[src/rtl/network_sequencer.sv]
// Sequences one inference through the bitstream network: latch inputs, clear the
// stochastic state, run a fixed stream window, strobe capture, return the result.
module network_sequencer #(
    parameter int INPUT_SIZE     = 2,
    parameter int OUTPUT_SIZE    = 1,
    parameter int STREAM_LEN     = 256,
    parameter int RESULT_LATENCY = 1
) (
    input  logic               clk,
    input  logic               n_rst,
    input  logic               req_valid,
    output logic               req_ready,
    input  logic signed [31:0] req_data [INPUT_SIZE],
    input  logic               abort,
    output logic               resp_valid,
    input  logic               resp_ready,
    output logic signed [31:0] resp_data [OUTPUT_SIZE],
    output logic               busy,
    output logic               net_n_rst,
    output logic signed [31:0] net_input [INPUT_SIZE],
    output logic               net_compute,
    input  logic signed [31:0] net_output [OUTPUT_SIZE]
);

    if (STREAM_LEN < 1) begin : g_bad_stream_len
        $error("network_sequencer: STREAM_LEN must be >= 1");
    end
    if (RESULT_LATENCY < 1) begin : g_bad_result_latency
        $error("network_sequencer: RESULT_LATENCY must be >= 1");
    end

    localparam int MAX_CNT = (STREAM_LEN > RESULT_LATENCY) ? STREAM_LEN : RESULT_LATENCY;
    localparam int CNT_W   = $clog2(MAX_CNT + 1);
    localparam logic [CNT_W-1:0] RUN_LAST  = CNT_W'(STREAM_LEN - 1);
    localparam logic [CNT_W-1:0] WAIT_LAST = CNT_W'(RESULT_LATENCY - 1);

    typedef enum logic [2:0] {
        ST_IDLE    = 3'd0,
        ST_CLEAR   = 3'd1,
        ST_RUN     = 3'd2,
        ST_CAPTURE = 3'd3,
        ST_WAIT    = 3'd4,
        ST_RESP    = 3'd5
    } state_t;

    state_t             state_r;
    state_t             state_nxt_s;
    logic [CNT_W-1:0]   cnt_r;
    logic [CNT_W-1:0]   cnt_nxt_s;
    logic               flush_r;
    logic               flush_nxt_s;
    logic               accept_s;
    logic               capture_s;
    logic signed [31:0] net_input_r [INPUT_SIZE];
    logic signed [31:0] resp_data_r [OUTPUT_SIZE];

    // Next-state, counter and load-enable decode; abort overrides every other transition.
    always_comb begin
        state_nxt_s = state_r;
        cnt_nxt_s   = cnt_r;
        flush_nxt_s = 1'b0;
        accept_s    = 1'b0;
        capture_s   = 1'b0;
        if (abort && (state_r != ST_IDLE)) begin
            // Flush: one CLEAR cycle flagged so that it falls back to IDLE.
            state_nxt_s = ST_CLEAR;
            cnt_nxt_s   = {CNT_W{1'b0}};
            flush_nxt_s = 1'b1;
        end else begin
            case (state_r)
                ST_IDLE: begin
                    if (req_valid) begin
                        accept_s    = 1'b1;
                        state_nxt_s = ST_CLEAR;
                    end else begin
                        state_nxt_s = ST_IDLE;
                    end
                end
                ST_CLEAR: begin
                    cnt_nxt_s = {CNT_W{1'b0}};
                    if (flush_r) begin
                        state_nxt_s = ST_IDLE;
                    end else begin
                        state_nxt_s = ST_RUN;
                    end
                end
                ST_RUN: begin
                    if (cnt_r == RUN_LAST) begin
                        state_nxt_s = ST_CAPTURE;
                        cnt_nxt_s   = {CNT_W{1'b0}};
                    end else begin
                        cnt_nxt_s   = cnt_r + CNT_W'(1);
                    end
                end
                ST_CAPTURE: begin
                    state_nxt_s = ST_WAIT;
                    cnt_nxt_s   = {CNT_W{1'b0}};
                end
                ST_WAIT: begin
                    if (cnt_r == WAIT_LAST) begin
                        capture_s   = 1'b1;
                        state_nxt_s = ST_RESP;
                        cnt_nxt_s   = {CNT_W{1'b0}};
                    end else begin
                        cnt_nxt_s   = cnt_r + CNT_W'(1);
                    end
                end
                ST_RESP: begin
                    if (resp_ready) begin
                        state_nxt_s = ST_IDLE;
                    end else begin
                        state_nxt_s = ST_RESP;
                    end
                end
                default: begin
                    state_nxt_s = ST_IDLE;
                    cnt_nxt_s   = {CNT_W{1'b0}};
                end
            endcase
        end
    end

    // State, window counter and flush flag registers.
    always_ff @(posedge clk or negedge n_rst) begin
        if (!n_rst) begin
            state_r <= ST_IDLE;
            cnt_r   <= {CNT_W{1'b0}};
            flush_r <= 1'b0;
        end else begin
            state_r <= state_nxt_s;
            cnt_r   <= cnt_nxt_s;
            flush_r <= flush_nxt_s;
        end
    end

    // Network inputs: loaded on acceptance only, held across responses and aborts.
    always_ff @(posedge clk or negedge n_rst) begin
        if (!n_rst) begin
            for (int i = 0; i < INPUT_SIZE; i++) begin
                net_input_r[i] <= 32'sd0;
            end
        end else if (accept_s) begin
            for (int i = 0; i < INPUT_SIZE; i++) begin
                net_input_r[i] <= req_data[i];
            end
        end
    end

    // Result capture on the last WAIT cycle.
    always_ff @(posedge clk or negedge n_rst) begin
        if (!n_rst) begin
            for (int i = 0; i < OUTPUT_SIZE; i++) begin
                resp_data_r[i] <= 32'sd0;
            end
        end else if (capture_s) begin
            for (int i = 0; i < OUTPUT_SIZE; i++) begin
                resp_data_r[i] <= net_output[i];
            end
        end
    end

    // Global reset also holds the network in reset.
    assign net_n_rst   = n_rst & (state_r != ST_CLEAR);
    assign req_ready   = (state_r == ST_IDLE);
    assign busy        = (state_r != ST_IDLE);
    assign resp_valid  = (state_r == ST_RESP);
    assign net_compute = (state_r == ST_CAPTURE);
    assign net_input   = net_input_r;
    assign resp_data   = resp_data_r;

endmodule

[config.mk]
export PLATFORM = sky130hd
export DESIGN_NAME = network_sequencer
export DESIGN_NICKNAME = d
export VERILOG_FILES = /design/src/rtl/network_sequencer.sv
export SDC_FILE = /design/constraint.sdc
export NUM_CORES = 1
export LEC_CHECK = 0
export CORE_UTILIZATION = 39
export CTS_BUF_LIST = sky130_fd_sc_hd__clkbuf_8
export CTS_CLUSTER_DIAMETER = 100
export DETAILED_ROUTE_END_ITERATION = 7
export PLACE_DENSITY = 0.77
export SYNTH_ARGS = -nofsm -noshare
export SYNTH_HDL_FRONTEND = slang
export SYNTH_SLANG_ARGS = --single-unit
[constraint.sdc]
create_clock -name clk -period 2.4 [get_ports clk]
set_input_delay 0.72 -clock clk [delete_from_list [all_inputs] [get_ports clk]]
set_output_delay 0.72 -clock clk [all_outputs]
set_load 0.02 [all_outputs]
# ---- Yosys cells after proc, flatten, opt, wreduce, memory -nomap -nowiden
# Cells that the tools add are included.
# W data, S select, Z words.
dict set report word_totals {
  register_bits 109
  in_bits 101
  word_cells 42
}
dict set report classes {
  n_addsub 1
  eq_ne 10
  n_mux 18
  bitwise 1
  n_reduce_logical 6
}
# op n
set op_table {}
lappend op_table {{$mux W9} 3}
lappend op_table {{$pmux W9 S3} 1}
lappend op_table {{$pmux W3 S6} 1}
lappend op_table {{$mux W3} 4}
lappend op_table {{$add A9 B1 Y9 const B} 1}
lappend op_table {{$eq A9 B8 Y1 const B} 1}
lappend op_table {{$logic_not A9 Y1} 1}
lappend op_table {{$mux W1} 8}
lappend op_table {{$eq A3 B2 Y1 const B} 2}
lappend op_table {{$eq A3 B3 Y1 const B} 2}
lappend op_table {{$ne A3 B3 Y1 const B} 2}
lappend op_table {{$eq A3 B1 Y1 const B} 1}
lappend op_table {{$logic_not A3 Y1} 1}
lappend op_table {{$ne A3 B1 Y1 const B} 1}
lappend op_table {{$reduce_bool A3 Y1} 1}
lappend op_table {{$mux W2} 1}
lappend op_table {{$ne A2 B1 Y1 const B} 1}
lappend op_table {{$reduce_and A2 Y1} 1}
lappend op_table {{$reduce_or A2 Y1} 1}
lappend op_table {{$and A1 B1 Y1} 1}
lappend op_table {{$logic_and A1 B1 Y1} 1}

# ---- Longest topological paths before layout
dict set report logic_depth {
  ltp_word 4
  depth_mapped 9
}

# ---- Worst setup path after synthesis
# Ideal clock, no wire load.
dict set report synth_timing {
  path_type {register -> register}
  from {reg cnt_r[0]}
  to {reg cnt_r[2]}
  setup_ns 0.104
  t_arrival_ns 2.257
  required_time_ns 2.296
  setup_slack_ns 0.039
  stages_incl_launch_ff 10
  cell_sequence {dfrtp_1 ha_1 and3_1 and3_2 nand3_1 inv_1 ha_1 nor3_1 o21ai_1 o311ai_1}
}
dict set report synth_via {
  elab_chain_len 4
  elab_cells_between_ends 7
}
# element line
set synth_lines {}
lappend synth_lines {{start: declaration} 48} ;# logic [CNT_W-1:0] cnt_r;
lappend synth_lines {{start signal: assignment} 127} ;# cnt_r <= {CNT_W{1'b0}};
lappend synth_lines {{start signal: assignment} 131} ;# cnt_r <= cnt_nxt_s;
lappend synth_lines {{$add A9 B1 Y9 (tied with other cells)} {92, 105}}
lappend synth_lines {{$mux W9, on equally long branches} {100, 88}}
lappend synth_lines {{$pmux W9 S3 *} 70} ;# case (state_r)
lappend synth_lines {{$mux W9 *} 64} ;# if (abort && (state_r != ST_IDLE)) begin
# Mark *: on every way between the ends. The rest lies on a longest branch, timed or not.
# A chain may end at the register's enable or synchronous reset.

# ---- Worst setup path after layout
dict set report layout_timing {
  from {reg state_r[1]}
  to {out net_n_rst}
}
dict set report layout_via {
  elab_chain_len 2
}
# element line
set layout_lines {}
lappend layout_lines {{start: declaration} 46} ;# state_t state_r;
lappend layout_lines {{start signal: assignment} 130} ;# state_r <= state_nxt_s;
lappend layout_lines {{$ne A3 B1 Y1} 163} ;# assign net_n_rst = n_rst & (state_r != ST_CLEAR);
lappend layout_lines {{$and A1 B1 Y1} 163}
lappend layout_lines {{end: declaration} 19} ;# output logic net_n_rst,
# Every way passes these cells.

==> results.tsv <==
metric	value	unit
clock slew at the register clock pins of the worst setup and hold paths	100	ps
worst-case clock buffer depth	2	
number of levels in the clock H-tree	3	
area post-placement	6770	um2
Worst setup EP type	output port	
Total Negative Setup Slacks	0	ps
net count after synthesis	411	
data arrival time of the worst path	1570	ps
share of layout cells above drive strength 1	0.241	
Post-DRT Antenna Nets	0	
cells after synthesis	306	
count of buffers added by post-CTS timing repair for setup	0	
total number of placement rows	39	
maximum number of pins on one net before global-route repair	64	
max-slew violation count	0	
via count of the first global-routing pass	3200	
area of the die	12200	um2
worst setup slack before clock tree synthesis	59.6	ps
number of buffers added on ports	201	
router iterations before antenna repair	4	
most common library cell in the layout ignoring fill and taps	clkdlybuf4s50_1	
critical path peak fanout	8	
total of endpoints with negative setup slack in the final report	0	
average wire length per cell after detail routing	16.1	um
Max-cap violations	0	
Min-Delay Path Class	input pin to async pin	
Die Y-Extent	110	um
cell at the root of the clock tree	clkbuf_8	
overall routing resource usage	0.172	
Antenna Diode Count	0	
Total Wirelength	10700	um
highest-count cells in the layout ignoring fill and taps	clkdlybuf4s50_1 (195), dfrtp_1 (109), mux2_2 (58)	
die width	110	um
transition time at the pin with the least slew margin	805	ps
unrepaired setup endpoints after global routing	no	
gpl congestion	0.799	
achievable clock frequency	436	MHz
power per cell area	1290	nW/um2
initial DRC count	87	
final design area excluding fillers	6970	um2
worst-skew pair later-pin latency	360	ps
via count	3250	
post-route setup slack	108	ps
CTS buffer count	9	
final cycle utilization of the critical path	0.955	
worst ir drop on vdd	784	uV
area of the mapped netlist	4580	um2
post-layout power	0.00902	W
Vias/cell	4.88	
global-route congestion overflow total	0	
global-route wire length before repair	15800	um
top flip-flop cell by instance count after synthesis	dfrtp_1	
clk sinks	109	
final core area utilization	0.610	
outcome	complete, no violations	
post-synthesis average cell area	15.0	um2
Initial Utilization	0.401	
leakage power total	3.02	nW
TritonCTS clock tree	done	
number of DRC violations after detailed routing	0	
number of synthesized flops with an enable pin	0	
Final nets	624	
post-synthesis register bit count	109	
Max-slew headroom	0.463	
Core Area	11400	um2
Seq/Total Area, Yosys	0.595	
share of flip-flops with an asynchronous set or reset	1.00	
top-level port count	202	
synth warn	0	
post-route minimum period	2290	ps
Netlist cell types	36	
placed wire-length estimate	8070	um
kind of critical path	register to output port	
CP required	1680	ps
critical path launch point type	register	
synthesis-to-finish area growth	52.2	%
Fin. Hold Viols	0	
final clock skew	11.2	ps
antenna violations before repair	0	
## what timing repair did
item,CTS,global route
endpoints found under the setup margin,5,10
resized for setup,5,3
hold buffers,0,0
endpoints found under the hold margin,0,0
pin swaps,0,0
## critical path, cell delays in order, from the launching register on
cell and delay [ps]:
dfrtp_1 390, buf_4 160, inv_1 110, nand2_1 80
o21a_1 180, clkdlybuf4s15_1 290
## registers in the layout (all words and copies together), names as in the netlist
| register | count |
|---|---|
| flush_r | 1 |
| state_r | 3 |
| cnt_r | 9 |
| net_input | 64 |
| resp_data | 32 |
## cell type report
class	count	area, um2
sequential	109	2730
timing repair buffer	216	2140
clock inverter	5	60.1
multi-input combinational	175	1690
clock buffer	10	138
tap	143	179
inverter	8	30.0
fill	921	4450
## per-layer routing
metal  vias up  track usage  share of wire
li1       1508            -              -
met1      1616        0.211           0.41
met2       114        0.293           0.51
met3        12       0.0453          0.067
met4         0       0.0611          0.013
met5         -            0              0
## cells in the mapped netlist (2+ instances only)
library cell  number  area [um2]
a21oi_1            2        10.0
and2_1             2        12.5
and3_1             2        12.5
buf_12             3        60.1
buf_2              2        10.0
buf_4              7        52.6
dfrtp_1          109        2730
ha_1               4        50.1
inv_1              8        30.0
mux2_1             8        90.1
mux2_2            58         653
mux2_4            30         450
nand2_1           16        60.1
nand2b_1           4        25.0
nand3_1            4        20.0
nor2_1             7        26.3
nor3_1             4        20.0
o2111ai_1          3        26.3
o211ai_1           6        45.0
o21a_1             2        15.0
o21ai_0            5        25.0
o21ai_1            2        10.0
o31ai_1            2        15.0
or3_1              3        18.8
xnor2_1            2        17.5
## logic make-up (layout without fill, tap and decap cells)
| family | after synthesis | count (layout) | synth area share |
|---|---|---|---|
| adder cells (fa/ha/maj) | 4 | 4 | 0.0109 |
| AND/OR/NAND/NOR | 47 | 47 | 0.0538 |
| multiplexers | 96 | 96 | 0.261 |
| buffers and inverters | 22 | 239 | 0.0366 |
| flip-flops | 109 | 109 | 0.595 |
| AO/OA/AOI/OAI | 26 | 26 | 0.0388 |
| XOR/XNOR | 2 | 2 | 0.00382 |
## path summary, 6_finish.rpt
kind	from	depth (start not counted)	slack, ps	endpoint
setup / recovery	state_r[1]$_DFFE_PN0P_	5	110	net_n_rst
hold / removal	n_rst	2	430	resp_data[18]$_DFFE_PN0P_
setup reg to reg	cnt_r[0]$_DFFE_PN0P_	10	170	cnt_r[4]$_DFFE_PN0P_
hold reg to reg	net_input[53]$_DFFE_PN0P_	1	490	net_input[53]$_DFFE_PN0P_
max in group asynchronous	n_rst	3	730	net_input[6]$_DFFE_PN0P_
min in group clk	net_input[53]$_DFFE_PN0P_	1	490	net_input[53]$_DFFE_PN0P_
## report_power, final
group	switching, W	leakage [nW]	internal [W]	total [W]
combinational	0.00215	1.59	0.00263	0.00478
clock	0.000606	0.104	0.000512	0.00112
sequential	0.000437	1.33	0.00269	0.00313
## per-stage QoR
step / cells / hold slack [ps]
after floorplan: 306 / 424
after global placement: 651 / 466
after detailed placement: 651 / 479
after CTS: 666 / 443
after global routing: 666 / 471
final: 666 / 434
Note: power is estimated with default switching activity, not from simulation.
